**src/rtl/keypad_emulator.sv**
```systemverilog
// 4x4 matrix-keypad emulator: closes one row/column contact per accepted command.
// Optional contact bounce around press/release is compiled in with KEYEMU_BOUNCE_EN.
module keypad_emulator #(
  parameter int unsigned HOLD_CYCLES    = 100,
  parameter int unsigned GAP_CYCLES     = 50,
  parameter int unsigned BOUNCE_CYCLES  = 4,
  parameter int unsigned BOUNCE_TOGGLES = 2
) (
  input  logic       clk,
  input  logic       RSTn,
  input  logic       cmd_valid,
  input  logic [3:0] cmd_key,
  output logic       cmd_ready,
  input  logic [3:0] row,
  output logic [3:0] col,
  output logic       busy,
  output logic       pressed,
  output logic       done
);

  localparam int unsigned CNT_W     = 24;
  localparam int unsigned CNT_LIMIT = 32'd1 << CNT_W;

  // Reject parameter sets the 24-bit phase counter cannot express.
  if (HOLD_CYCLES == 0 || GAP_CYCLES == 0 || BOUNCE_CYCLES == 0 ||
      HOLD_CYCLES >= CNT_LIMIT || GAP_CYCLES >= CNT_LIMIT ||
      2 * BOUNCE_TOGGLES * BOUNCE_CYCLES >= CNT_LIMIT) begin : g_bad_params
    $error("keypad_emulator: illegal parameter value");
  end

`ifdef KEYEMU_BOUNCE_EN
  localparam int unsigned BOUNCE_LEN = 2 * BOUNCE_TOGGLES * BOUNCE_CYCLES;
`endif

  typedef enum logic [2:0] {
    IDLE  = 3'd0,
    HOLD  = 3'd1,
    GAP   = 3'd2
`ifdef KEYEMU_BOUNCE_EN
    ,
    PRESS_B = 3'd3,
    REL_B   = 3'd4
`endif
  } state_t;

  state_t           state, state_n;
  logic [CNT_W-1:0] cnt, cnt_n;
  logic [3:0]       key, key_n;
  logic             contact, contact_n;
  logic             done_n;
`ifdef KEYEMU_BOUNCE_EN
  logic [CNT_W-1:0] seg, seg_n;
`endif

  // State, counters and registered outputs.
  always_ff @(posedge clk or negedge RSTn) begin
    if (!RSTn) begin
      state     <= IDLE;
      cnt       <= '0;
      key       <= '0;
      contact   <= 1'b0;
      done      <= 1'b0;
      busy      <= 1'b0;
      cmd_ready <= 1'b1;
`ifdef KEYEMU_BOUNCE_EN
      seg       <= '0;
`endif
    end else begin
      state     <= state_n;
      cnt       <= cnt_n;
      key       <= key_n;
      contact   <= contact_n;
      done      <= done_n;
      busy      <= (state_n != IDLE);
      cmd_ready <= (state_n == IDLE);
`ifdef KEYEMU_BOUNCE_EN
      seg       <= seg_n;
`endif
    end
  end

  // Next-state, phase counting and contact sequencing.
  always_comb begin
    state_n   = state;
    cnt_n     = cnt + CNT_W'(1);
    key_n     = key;
    contact_n = contact;
    done_n    = 1'b0;
`ifdef KEYEMU_BOUNCE_EN
    seg_n     = seg + CNT_W'(1);
`endif
    case (state)
      IDLE: begin
        cnt_n = '0;
        if (cmd_valid) begin
          key_n     = cmd_key;
          contact_n = 1'b1;
`ifdef KEYEMU_BOUNCE_EN
          seg_n     = '0;
          if (BOUNCE_LEN != 0) state_n = PRESS_B;
          else                 state_n = HOLD;
`else
          state_n   = HOLD;
`endif
        end
      end
`ifdef KEYEMU_BOUNCE_EN
      // Bounce: flip the contact at the end of every segment.
      PRESS_B, REL_B: begin
        if (seg == CNT_W'(BOUNCE_CYCLES - 1)) begin
          seg_n     = '0;
          contact_n = ~contact;
        end
        if (cnt == CNT_W'(BOUNCE_LEN - 1)) begin
          cnt_n     = '0;
          contact_n = (state == PRESS_B);
          state_n   = (state == PRESS_B) ? HOLD : GAP;
        end
      end
`endif
      HOLD: begin
        if (cnt == CNT_W'(HOLD_CYCLES - 1)) begin
          cnt_n     = '0;
          contact_n = 1'b0;
`ifdef KEYEMU_BOUNCE_EN
          seg_n     = '0;
          if (BOUNCE_LEN != 0) state_n = REL_B;
          else                 state_n = GAP;
`else
          state_n   = GAP;
`endif
        end
      end
      GAP: begin
        if (cnt == CNT_W'(GAP_CYCLES - 1)) begin
          cnt_n   = '0;
          state_n = IDLE;
          done_n  = 1'b1;
        end
      end
      default: begin
        cnt_n     = '0;
        contact_n = 1'b0;
        state_n   = IDLE;
      end
    endcase
  end

  assign pressed = contact;

  // Zero-latency switch path from row drive to column return.
  always_comb begin
    col = 4'hF;
    if (contact && !row[key[3:2]]) col[key[1:0]] = 1'b0;
  end

endmodule

```
**config.mk**
```make
export PLATFORM = sky130hd
export DESIGN_NAME = keypad_emulator
export DESIGN_NICKNAME = d
export VERILOG_FILES = /design/src/rtl/keypad_emulator.sv
export SDC_FILE = /design/constraint.sdc
export NUM_CORES = 1
export LEC_CHECK = 0
export ABC_CLOCK_PERIOD_IN_PS = 2400
export CORE_MARGIN = 3
export CORE_UTILIZATION = 50
export DETAILED_ROUTE_END_ITERATION = 12
export PLACE_DENSITY = 0.71
export SYNTH_ARGS = -nofsm -noshare
export SYNTH_HDL_FRONTEND = slang
export SYNTH_SLANG_ARGS = --single-unit
```
**constraint.sdc**
```tcl
create_clock -name clk -period 2.4 [get_ports clk]
set_input_delay 0.36 -clock clk [delete_from_list [all_inputs] [get_ports clk]]
set_output_delay 0.36 -clock clk [all_outputs]
set_load 0.01 [all_outputs]
```
==> flow_metrics.py, run 1 <==
metrics = {
    "yosys": {
        "synth_edf_count": 0,
        "ys_seq_area_share_pct": 45.9,
        "yosysMostFrequentCell": "dfrtp_1",
        "synth.top_cell.area_share_pct": 44.5,
        "synth_nets": 207,
        "yosys_warnings": 0,
        "ys_ff_latch": 35,
        "syn_area_um2": 1910,
        "yosysTopAreaCell": "dfrtp_1",
        "synth.top_cells.by_count": "dfrtp_1 (34), nand2_1 (22), a211oi_1 (14)",
        "synthTopCellsByArea": "dfrtp_1 (45%), a211oi_1 (5.5%), nand2_1 (4.3%), xnor2_1 (3.2%), nand3_1 (3.1%)",
        "synth_top_flop_cell": "dfrtp_1",
        "ys_types": 38,
        "synthCells": 194,
        "avgSynthCellArea_um2": 9.85,
        "ys_async_sr_fraction_pct": 100,
    },
    "global_routing": {
        "grt_use_met1_pct": 29.2,
        "antenna_found_initial": 0,
        "grt_max_degree": 27,
        "grt-ovfl-total": 0,
        "grt_use_met2_pct": 37.4,
        "grt_pass1_wl_mm": 7.63,
        "grt_pass1_vias": 1626,
        "busiest_layer": "met2",
        "grt.met3_usage_pct": 3.94,
        "track_usage_pct": 22.4,
    },
    "critical_path": {
        "cp.required_ns": 2.04,
        "crit_start": "row[3]",
        "cp_max_fo": 3,
        "crit_path_top_delay_cell": "mux4_2",
        "r2r-start": "cnt[1]",
        "start_kind": "primary input",
        "cp-end-kind": "primary output",
        "crit_chain": "clkdlybuf4s50_1 -> mux4_2 -> nand2b_1 -> buf_4 -> inv_1 -> nand3_1 -> dlygate4sd2_1",
        "critPathBufInv": 4,
        "cp_top_family": "buffers and inverters",
        "crit_path_max_incr_delay_ns": 0.45,
        "criticalPathCategory": "primary input to primary output",
        "cp.arrival_ns": 1.95,
    },
    "placement": {
        "preCtsSetupSlack_ns": -0.117,
        "dp.cells": 257,
        "gp_congestion": 0.841,
        "port_buffers": 18,
        "dp_hpwl_mm": 3.14,
    },
    "cts": {
        "clock_path_buffers": 2,
        "cts-buffers-inserted": 5,
        "path_clk_slew_ns": 0.07,
        "hold_buffers": 0,
        "cts.sinks": 35,
        "cts_tree": "built",
        "cts-root-buf": "clkbuf_8",
        "h-tree-depth": 2,
        "clk_latency_ns": 0.29,
        "post_cts_buffers": 0,
    },
    "floorplanning": {
        "io_pins": 19,
        "num_rows": 21,
        "die_x_um": 67.8,
        "core_area_um2": 3490,
        "dieHeight_um": 67.8,
        "start_util_pct": 54.7,
        "die-area_um2": 4600,
    },
    "sta": {
        "slew_violations": 0,
        "worstMarginPinSlew_ns": 0.562,
        "skew_ns": 0.00587,
        "finalHoldViolations": 0,
        "final-setup-viol-count": 0,
        "max_slew_margin_pct": 62.4,
        "holdWs_ns": 0.427,
        "maxClockFrequency_ghz": 0.433,
        "period_share_pct": 96.3,
        "rsz0062_at_grt": "no",
        "period_needed_ns": 2.31,
        "setup_ws_ns": 0.0887,
    },
    "outcome": {
        "status": "finished, final reports clean",
    },
    "final_layout": {
        "area_growth_pct": 19.0,
        "stdcell_count": 265,
        "final_nets": 231,
        "layout-drive-gt1-share_pct": 11.9,
        "diodes": 0,
    },
    "worst_hold_path": {
        "hp-class": "primary input to async pin",
    },
    "drt": {
        "drcViolationCount": 0,
        "wl_per_cell_um": 17.0,
        "wl_mm": 4.49,
        "drt-pass1-iter-count": 4,
        "viasPerCell": 6.18,
        "ant_nets": 0,
        "drt-initial-drc-count": 127,
        "vias": 1637,
    },
    "run": {
        "max-cap-violations": 0,
    },
    "pwr": {
        "p_per_area_nw_per_um2": 546,
        "ir_drop_uv": 341,
        "p_leak_uw": 0.000848,
    },
}
## report_power, final
group / leakage, µW / internal [µW] / switching (µW)
combinational: 0.000323 / 62.2 / 71.1
sequential: 0.000473 / 613 / 22.6
clock: 0.0000515 / 262 / 211
## path summary, 6_finish.rpt
| path | end | slack, ns | cells past startpoint |
|---|---|---|---|
| max | col[3] | 0.09 | 7 |
| min | key[1] | 0.43 | 1 |
| max reg2reg | cnt[20] | 0.15 | 5 |
| min reg2reg | key[2] | 0.53 | 2 |
| max in group asynchronous | cnt[10] | 1.36 | 2 |
| min in group clk | key[2] | 0.53 | 2 |
## kinds of logic after synthesis
kind of cell | after synthesis | share of synthesized area [%]
xor+xnor | 12 | 5.50
buf+inv | 17 | 3.67
other cells | 1 | 0.196
mux | 1 | 1.18
fa+ha+maj | 2 | 1.31
flops | 35 | 45.9
compound gates | 43 | 18.3
simple gates | 83 | 24.0
## layout by cell type (no fill, tap or decap), types with 6 or more instances in the layout
cell	count
or3_1	9
xnor2_1	7
clkbuf_8	7
buf_4	10
clkdlybuf4s50_1	14
nand3_1	12
o21ai_0	6
a221oi_1	6
nand4_1	6
dfrtp_1	34
a211oi_1	14
nor4_1	6
inv_1	6
nand2_1	22
## sequential cells by signal, summed over array words and instances (netlist names)
name and flops:
key 4, busy 1, cnt 24, done 1, pressed 1, state 3, cmd_ready 1
## layout make-up
type | count | area [µm²]
clock buffer | 8 | 100
fill | 288 | 1220
inverter | 6 | 22.5
multi-input combinational | 142 | 966
sequential | 35 | 877
tap | 46 | 57.6
timing repair buffer | 28 | 250
## worst register-to-register path: cells and delay by family, from the launching register on
kind                       cells  cell delay, ns
AOI/OAI and AO/OA              1            0.25
adders and majority gates      1            0.27
DFF                            1            0.42
and+or+nand+nor                3            1.25
## through the flow
step / cell area (µm²) / util (%) / power [µW] / TNS (ns)
2_1_floorplan: 1910 / - / 707 / 0
3_3_place_gp: 2180 / 62.3 / 774 / -0.208
3_5_place_dp: 2180 / 62.3 / 784 / -0.380
4_1_cts: 2270 / 65.0 / 1250 / 0
5_1_grt: 2270 / 65.1 / 1290 / 0
6_report: 2270 / 65.1 / 1240 / 0
## metal layers
layer	vias up	wire [µm]
li1	781	-
met1	809	1990
met2	38	2260
met3	9	195
met4	0	49
met5	-	0
## what timing repair did
action                     in CTS  in global routing
pin swaps                       0                  0
setup endpoints to repair       4                  1
gates resized for setup         4                  1
Note: power is estimated with default switching activity, not from simulation.
==> run 2, diff against run 1 <==
--- a/config.mk
+++ b/config.mk
@@ -7,9 +7,10 @@
 export LEC_CHECK = 0
 export ABC_CLOCK_PERIOD_IN_PS = 2400
 export CORE_MARGIN = 3
-export CORE_UTILIZATION = 50
+export CORE_UTILIZATION = 30
 export DETAILED_ROUTE_END_ITERATION = 12
-export PLACE_DENSITY = 0.71
+export SKIP_CTS_REPAIR_TIMING = 1
+export SKIP_LAST_GASP = 1
 export SYNTH_ARGS = -nofsm -noshare
 export SYNTH_HDL_FRONTEND = slang
 export SYNTH_SLANG_ARGS = --single-unit
==> flow_metrics.py, run 2 (same netlist as run 1, synthesis figures left out) <==
metrics = {
    "outcome": {
        "status": "finished, final reports clean",
    },
    "drt": {
        "drt-pass1-iter-count": 4,
        "drt-initial-drc-count": 72,
        "drcViolationCount": 0,
        "ant_nets": 0,
        "viasPerCell": 5.46,
        "vias": 1606,
        "wl_mm": 4.33,
        "wl_per_cell_um": 14.7,
    },
    "critical_path": {
        "start_kind": "register",
        "r2r_cells": 5,
        "cp.required_ns": 2.59,
        "r2r-start": "cnt[1]",
        "crit_path_top_delay_cell": "or4_1",
        "crit_chain": "ha_1 -> nand4_2 -> or4_1 -> or3_1 -> a221oi_2",
        "crit_path_max_incr_delay_ns": 0.69,
        "cp-end-kind": "register",
        "cp_max_fo": 8,
        "criticalPathCategory": "register to register",
        "cp.arrival_ns": 2.42,
        "crit_start": "cnt[1]",
    },
    "final_layout": {
        "top_regs": "cnt (24), key (4), state (3)",
        "regMostFlops": "cnt",
        "layout-drive-gt1-share_pct": 11.4,
        "area_growth_pct": 20.8,
        "final_cell_mix": "dfrtp_1 (34), nand2_1 (22), a211oi_1 (14), clkdlybuf4s50_1 (14), nand3_1 (12)",
        "final_common_cell": "dfrtp_1",
        "fin_util_pct": 38.1,
        "final_nets": 231,
        "diodes": 0,
        "largest_reg_flops": 24,
        "fillers": 618,
    },
    "floorplanning": {
        "num_rows": 28,
        "core_area_um2": 6060,
        "io_pins": 19,
        "die_x_um": 85.8,
        "die-area_um2": 7360,
        "dieHeight_um": 85.8,
        "start_util_pct": 31.5,
    },
    "sta": {
        "period_share_pct": 92.9,
        "holdWs_ns": 0.495,
        "rsz0062_at_grt": "no",
        "finalHoldViolations": 0,
        "period_needed_ns": 2.23,
        "setup_ws_ns": 0.170,
        "maxClockFrequency_ghz": 0.448,
        "slew_violations": 0,
        "skew_ns": 0.00401,
        "final-setup-viol-count": 0,
    },
    "cts": {
        "cts_tree": "built",
        "h-tree-depth": 2,
        "cts.sinks": 35,
        "cts-buffers-inserted": 5,
        "clk_latency_ns": 0.28,
        "cts-root-buf": "clkbuf_8",
        "clock_path_buffers": 2,
        "path_clk_slew_ns": 0.07,
    },
    "global_routing": {
        "grt-ovfl-total": 0,
        "grt_pass1_wl_mm": 7.58,
        "track_usage_pct": 13.0,
        "grt_max_degree": 36,
        "antenna_found_initial": 0,
        "grt_pass1_vias": 1556,
    },
    "pwr": {
        "ir_drop_uv": 304,
        "p_per_area_nw_per_um2": 509,
        "p_leak_uw": 0.000852,
        "power.total_uw": 1170,
    },
    "placement": {
        "gp_congestion": 0.794,
        "dp_hpwl_mm": 2.98,
        "preCtsSetupSlack_ns": -0.117,
        "port_buffers": 18,
    },
    "worst_hold_path": {
        "hp-class": "primary input to async pin",
    },
    "run": {
        "max-cap-violations": 0,
    },
}
-- run 2: report_power, final --
part	internal [µW]	total (µW)	leakage (µW)	switching, µW
sequential	613	631	0.000473	18.0
combinational	66.0	136	0.000337	70.4
clock	203	407	0.0000422	204
-- run 2: stage by stage --
step / std cells / setup TNS (ns) / cell area (µm²)
after floorplan: 194 / 0 / 1910
after global placement: 286 / -0.300 / 2220
after detailed placement: 286 / -0.349 / 2220
after CTS: 294 / -0.387 / 2300
after global routing: 294 / 0 / 2310
final: 294 / 0 / 2310
-- run 2: final cells by class --
type	instances	area [µm²]	area share, %
clock buffers	7	76.3	3.31
multi-input cells	142	967	41.9
flip-flops and latches	35	877	38.0
inverters	6	22.5	0.976
clock inverters	1	5.00	0.217
well taps	75	93.8	4.07
repair buffers	28	265	11.5
-- run 2: routing by layer --
metal / share of wire [%] / wire length (µm) / track usage [%] / up-vias
met2: 45 / 1940 / 20.0 / 39
met3: 4.3 / 186 / 2.88 / 11
met5: 0 / 0 / 0 / -
li1: - / - / - / 781
met1: 48 / 2070 / 17.0 / 775
met4: 2.8 / 123 / 6.76 / 0
-- run 2: worst max-delay path: cells and delay by family (launching register included) --
family	cells	cell delay (ns)
simple gates	3	1.23
fa+ha+maj	1	0.27
flops	1	0.40
compound gates	1	0.24
-- run 2: path summary, 6_finish.rpt --
path | end | slack (ns)
min in group clk | key[3] | 0.51
max in group asynchronous | cmd_ready | 1.56
hold / removal | key[2] | 0.49
hold reg to reg | key[3] | 0.51
setup / recovery | cnt[18] | 0.17
setup reg to reg | cnt[18] | 0.17
==> run 3, diff against run 2 <==
--- a/config.mk
+++ b/config.mk
@@ -5,7 +5,7 @@
 export SDC_FILE = /design/constraint.sdc
 export NUM_CORES = 1
 export LEC_CHECK = 0
-export ABC_CLOCK_PERIOD_IN_PS = 2400
+export ABC_CLOCK_PERIOD_IN_PS = 2100
 export CORE_MARGIN = 3
 export CORE_UTILIZATION = 30
 export DETAILED_ROUTE_END_ITERATION = 12
==> constraint.sdc (replaced) <==
create_clock -name clk -period 2.1 [get_ports clk]
set_input_delay 0.315 -clock clk [delete_from_list [all_inputs] [get_ports clk]]
set_output_delay 0.315 -clock clk [all_outputs]
set_load 0.01 [all_outputs]
==> flow_metrics.py, run 3 (same netlist as run 1, synthesis figures left out) <==
metrics = {
    "outcome": {
        "status": "finished, final reports clean",
    },
    "run": {
        "max-cap-violations": 0,
    },
    "drt": {
        "vias": 1601,
        "viasPerCell": 5.28,
        "wl_per_cell_um": 14.8,
        "drcViolationCount": 0,
        "wl_mm": 4.50,
        "drt-pass1-iter-count": 4,
        "ant_nets": 0,
        "drt-initial-drc-count": 79,
    },
    "critical_path": {
        "cp-end-kind": "primary output",
        "cp.arrival_ns": 1.78,
        "criticalPathCategory": "primary input to primary output",
        "cp_max_fo": 3,
        "start_kind": "primary input",
        "cp.required_ns": 1.78,
    },
    "floorplanning": {
        "die-area_um2": 7360,
        "num_rows": 28,
        "io_pins": 19,
        "die_x_um": 85.8,
        "start_util_pct": 31.5,
        "dieHeight_um": 85.8,
        "core_area_um2": 6060,
    },
    "sta": {
        "final-setup-viol-count": 0,
        "period_needed_ns": 2.09,
        "rsz0062_at_grt": "yes",
        "finalHoldViolations": 0,
        "skew_ns": 0.00727,
        "setup_ws_ns": 0.00947,
        "slew_violations": 0,
        "period_share_pct": 99.5,
        "maxClockFrequency_ghz": 0.478,
    },
    "placement": {
        "preCtsSetupSlack_ns": -0.331,
        "dp_hpwl_mm": 3.02,
        "port_buffers": 18,
        "gp_congestion": 0.793,
    },
    "final_layout": {
        "regMostFlops": "cnt",
        "final_cell_mix": "dfrtp_1 (34), nand2_1 (22), buf_4 (18)",
        "fillers": 598,
        "largest_reg_flops": 24,
        "top_regs": "cnt (24), key (4), state (3)",
        "final_common_cell": "dfrtp_1",
        "area_growth_pct": 27.7,
        "fin_util_pct": 40.3,
        "final_nets": 240,
        "diodes": 0,
        "layout-drive-gt1-share_pct": 18.9,
    },
    "cts": {
        "cts.sinks": 35,
        "cts-buffers-inserted": 5,
        "clock_path_buffers": 2,
        "clk_latency_ns": 0.29,
        "cts_tree": "built",
        "cts-root-buf": "clkbuf_8",
        "h-tree-depth": 2,
        "path_clk_slew_ns": 0.08,
    },
    "global_routing": {
        "grt-ovfl-total": 0,
        "grt_pass1_wl_mm": 7.63,
        "grt_max_degree": 36,
        "track_usage_pct": 13.1,
        "grt_pass1_vias": 1555,
        "antenna_found_initial": 0,
    },
    "pwr": {
        "p_leak_uw": 0.000935,
        "p_per_area_nw_per_um2": 667,
        "ir_drop_uv": 255,
    },
    "worst_hold_path": {
        "hp-class": "primary input to async pin",
    },
}
==> run 3: worst paths after layout <==
path                            startpoint         to  slack, ns  cells past startpoint
worst max-delay path                row[3]     col[1]      0.009                      7
worst min-delay path                  RSTn     key[3]       0.44                      2
worst max register to register      cnt[1]    cnt[18]       0.09                      5
worst min register to register      key[3]     key[3]       0.50                      2
max in group asynchronous             RSTn  cmd_ready       1.32                      2
min in group clk                    key[3]     key[3]       0.50                      2
==> run 3: critical path, stage by stage <==
cell	delay, ns
clkdlybuf4s50_1	0.40
mux4_2	0.46
nand2b_4	0.15
buf_4	0.14
nor2_1	0.08
nand2_1	0.06
dlymetal6s2s_1	0.17
==> run 3: per-layer routing <==
layer,wire (µm),GRT usage (%),vias to the layer above
met5,0,0,-
met3,218,3.36,5
li1,-,-,798
met1,2260,18.0,761
met2,1960,20.3,37
met4,51,3.88,0
==> run 3: area by class of cell <==
class | instances | area [µm²] | area share, %
multi-input cells | 142 | 987 | 40.5
flip-flops and latches | 35 | 877 | 35.9
clock buffers | 5 | 68.8 | 2.82
well taps | 75 | 93.8 | 3.85
repair buffers | 37 | 323 | 13.2
clock inverters | 3 | 67.6 | 2.77
inverters | 6 | 22.5 | 0.923
==> run 3: stage by stage <==
step / hold WS, ns / TNS, ns / total power, µW / std cells / cell area (µm²)
6_report: 0.443 / 0 / 1630 / 303 / 2440
2_1_floorplan: 0.0194 / 0 / 808 / 194 / 1910
3_5_place_dp: 0.486 / -1.24 / 903 / 295 / 2300
4_1_cts: 0.453 / -1.31 / 1650 / 303 / 2430
5_1_grt: 0.467 / -0.127 / 1700 / 303 / 2440
3_3_place_gp: 0.492 / -1.14 / 901 / 295 / 2300
==> run 3: report_power, final <==
part           leakage (µW)  total [µW]  switching [µW]  internal [µW]
clock network     0.0000644         738             264            474
registers          0.000473         721            21.5            700
logic              0.000397         167            84.4           83.0
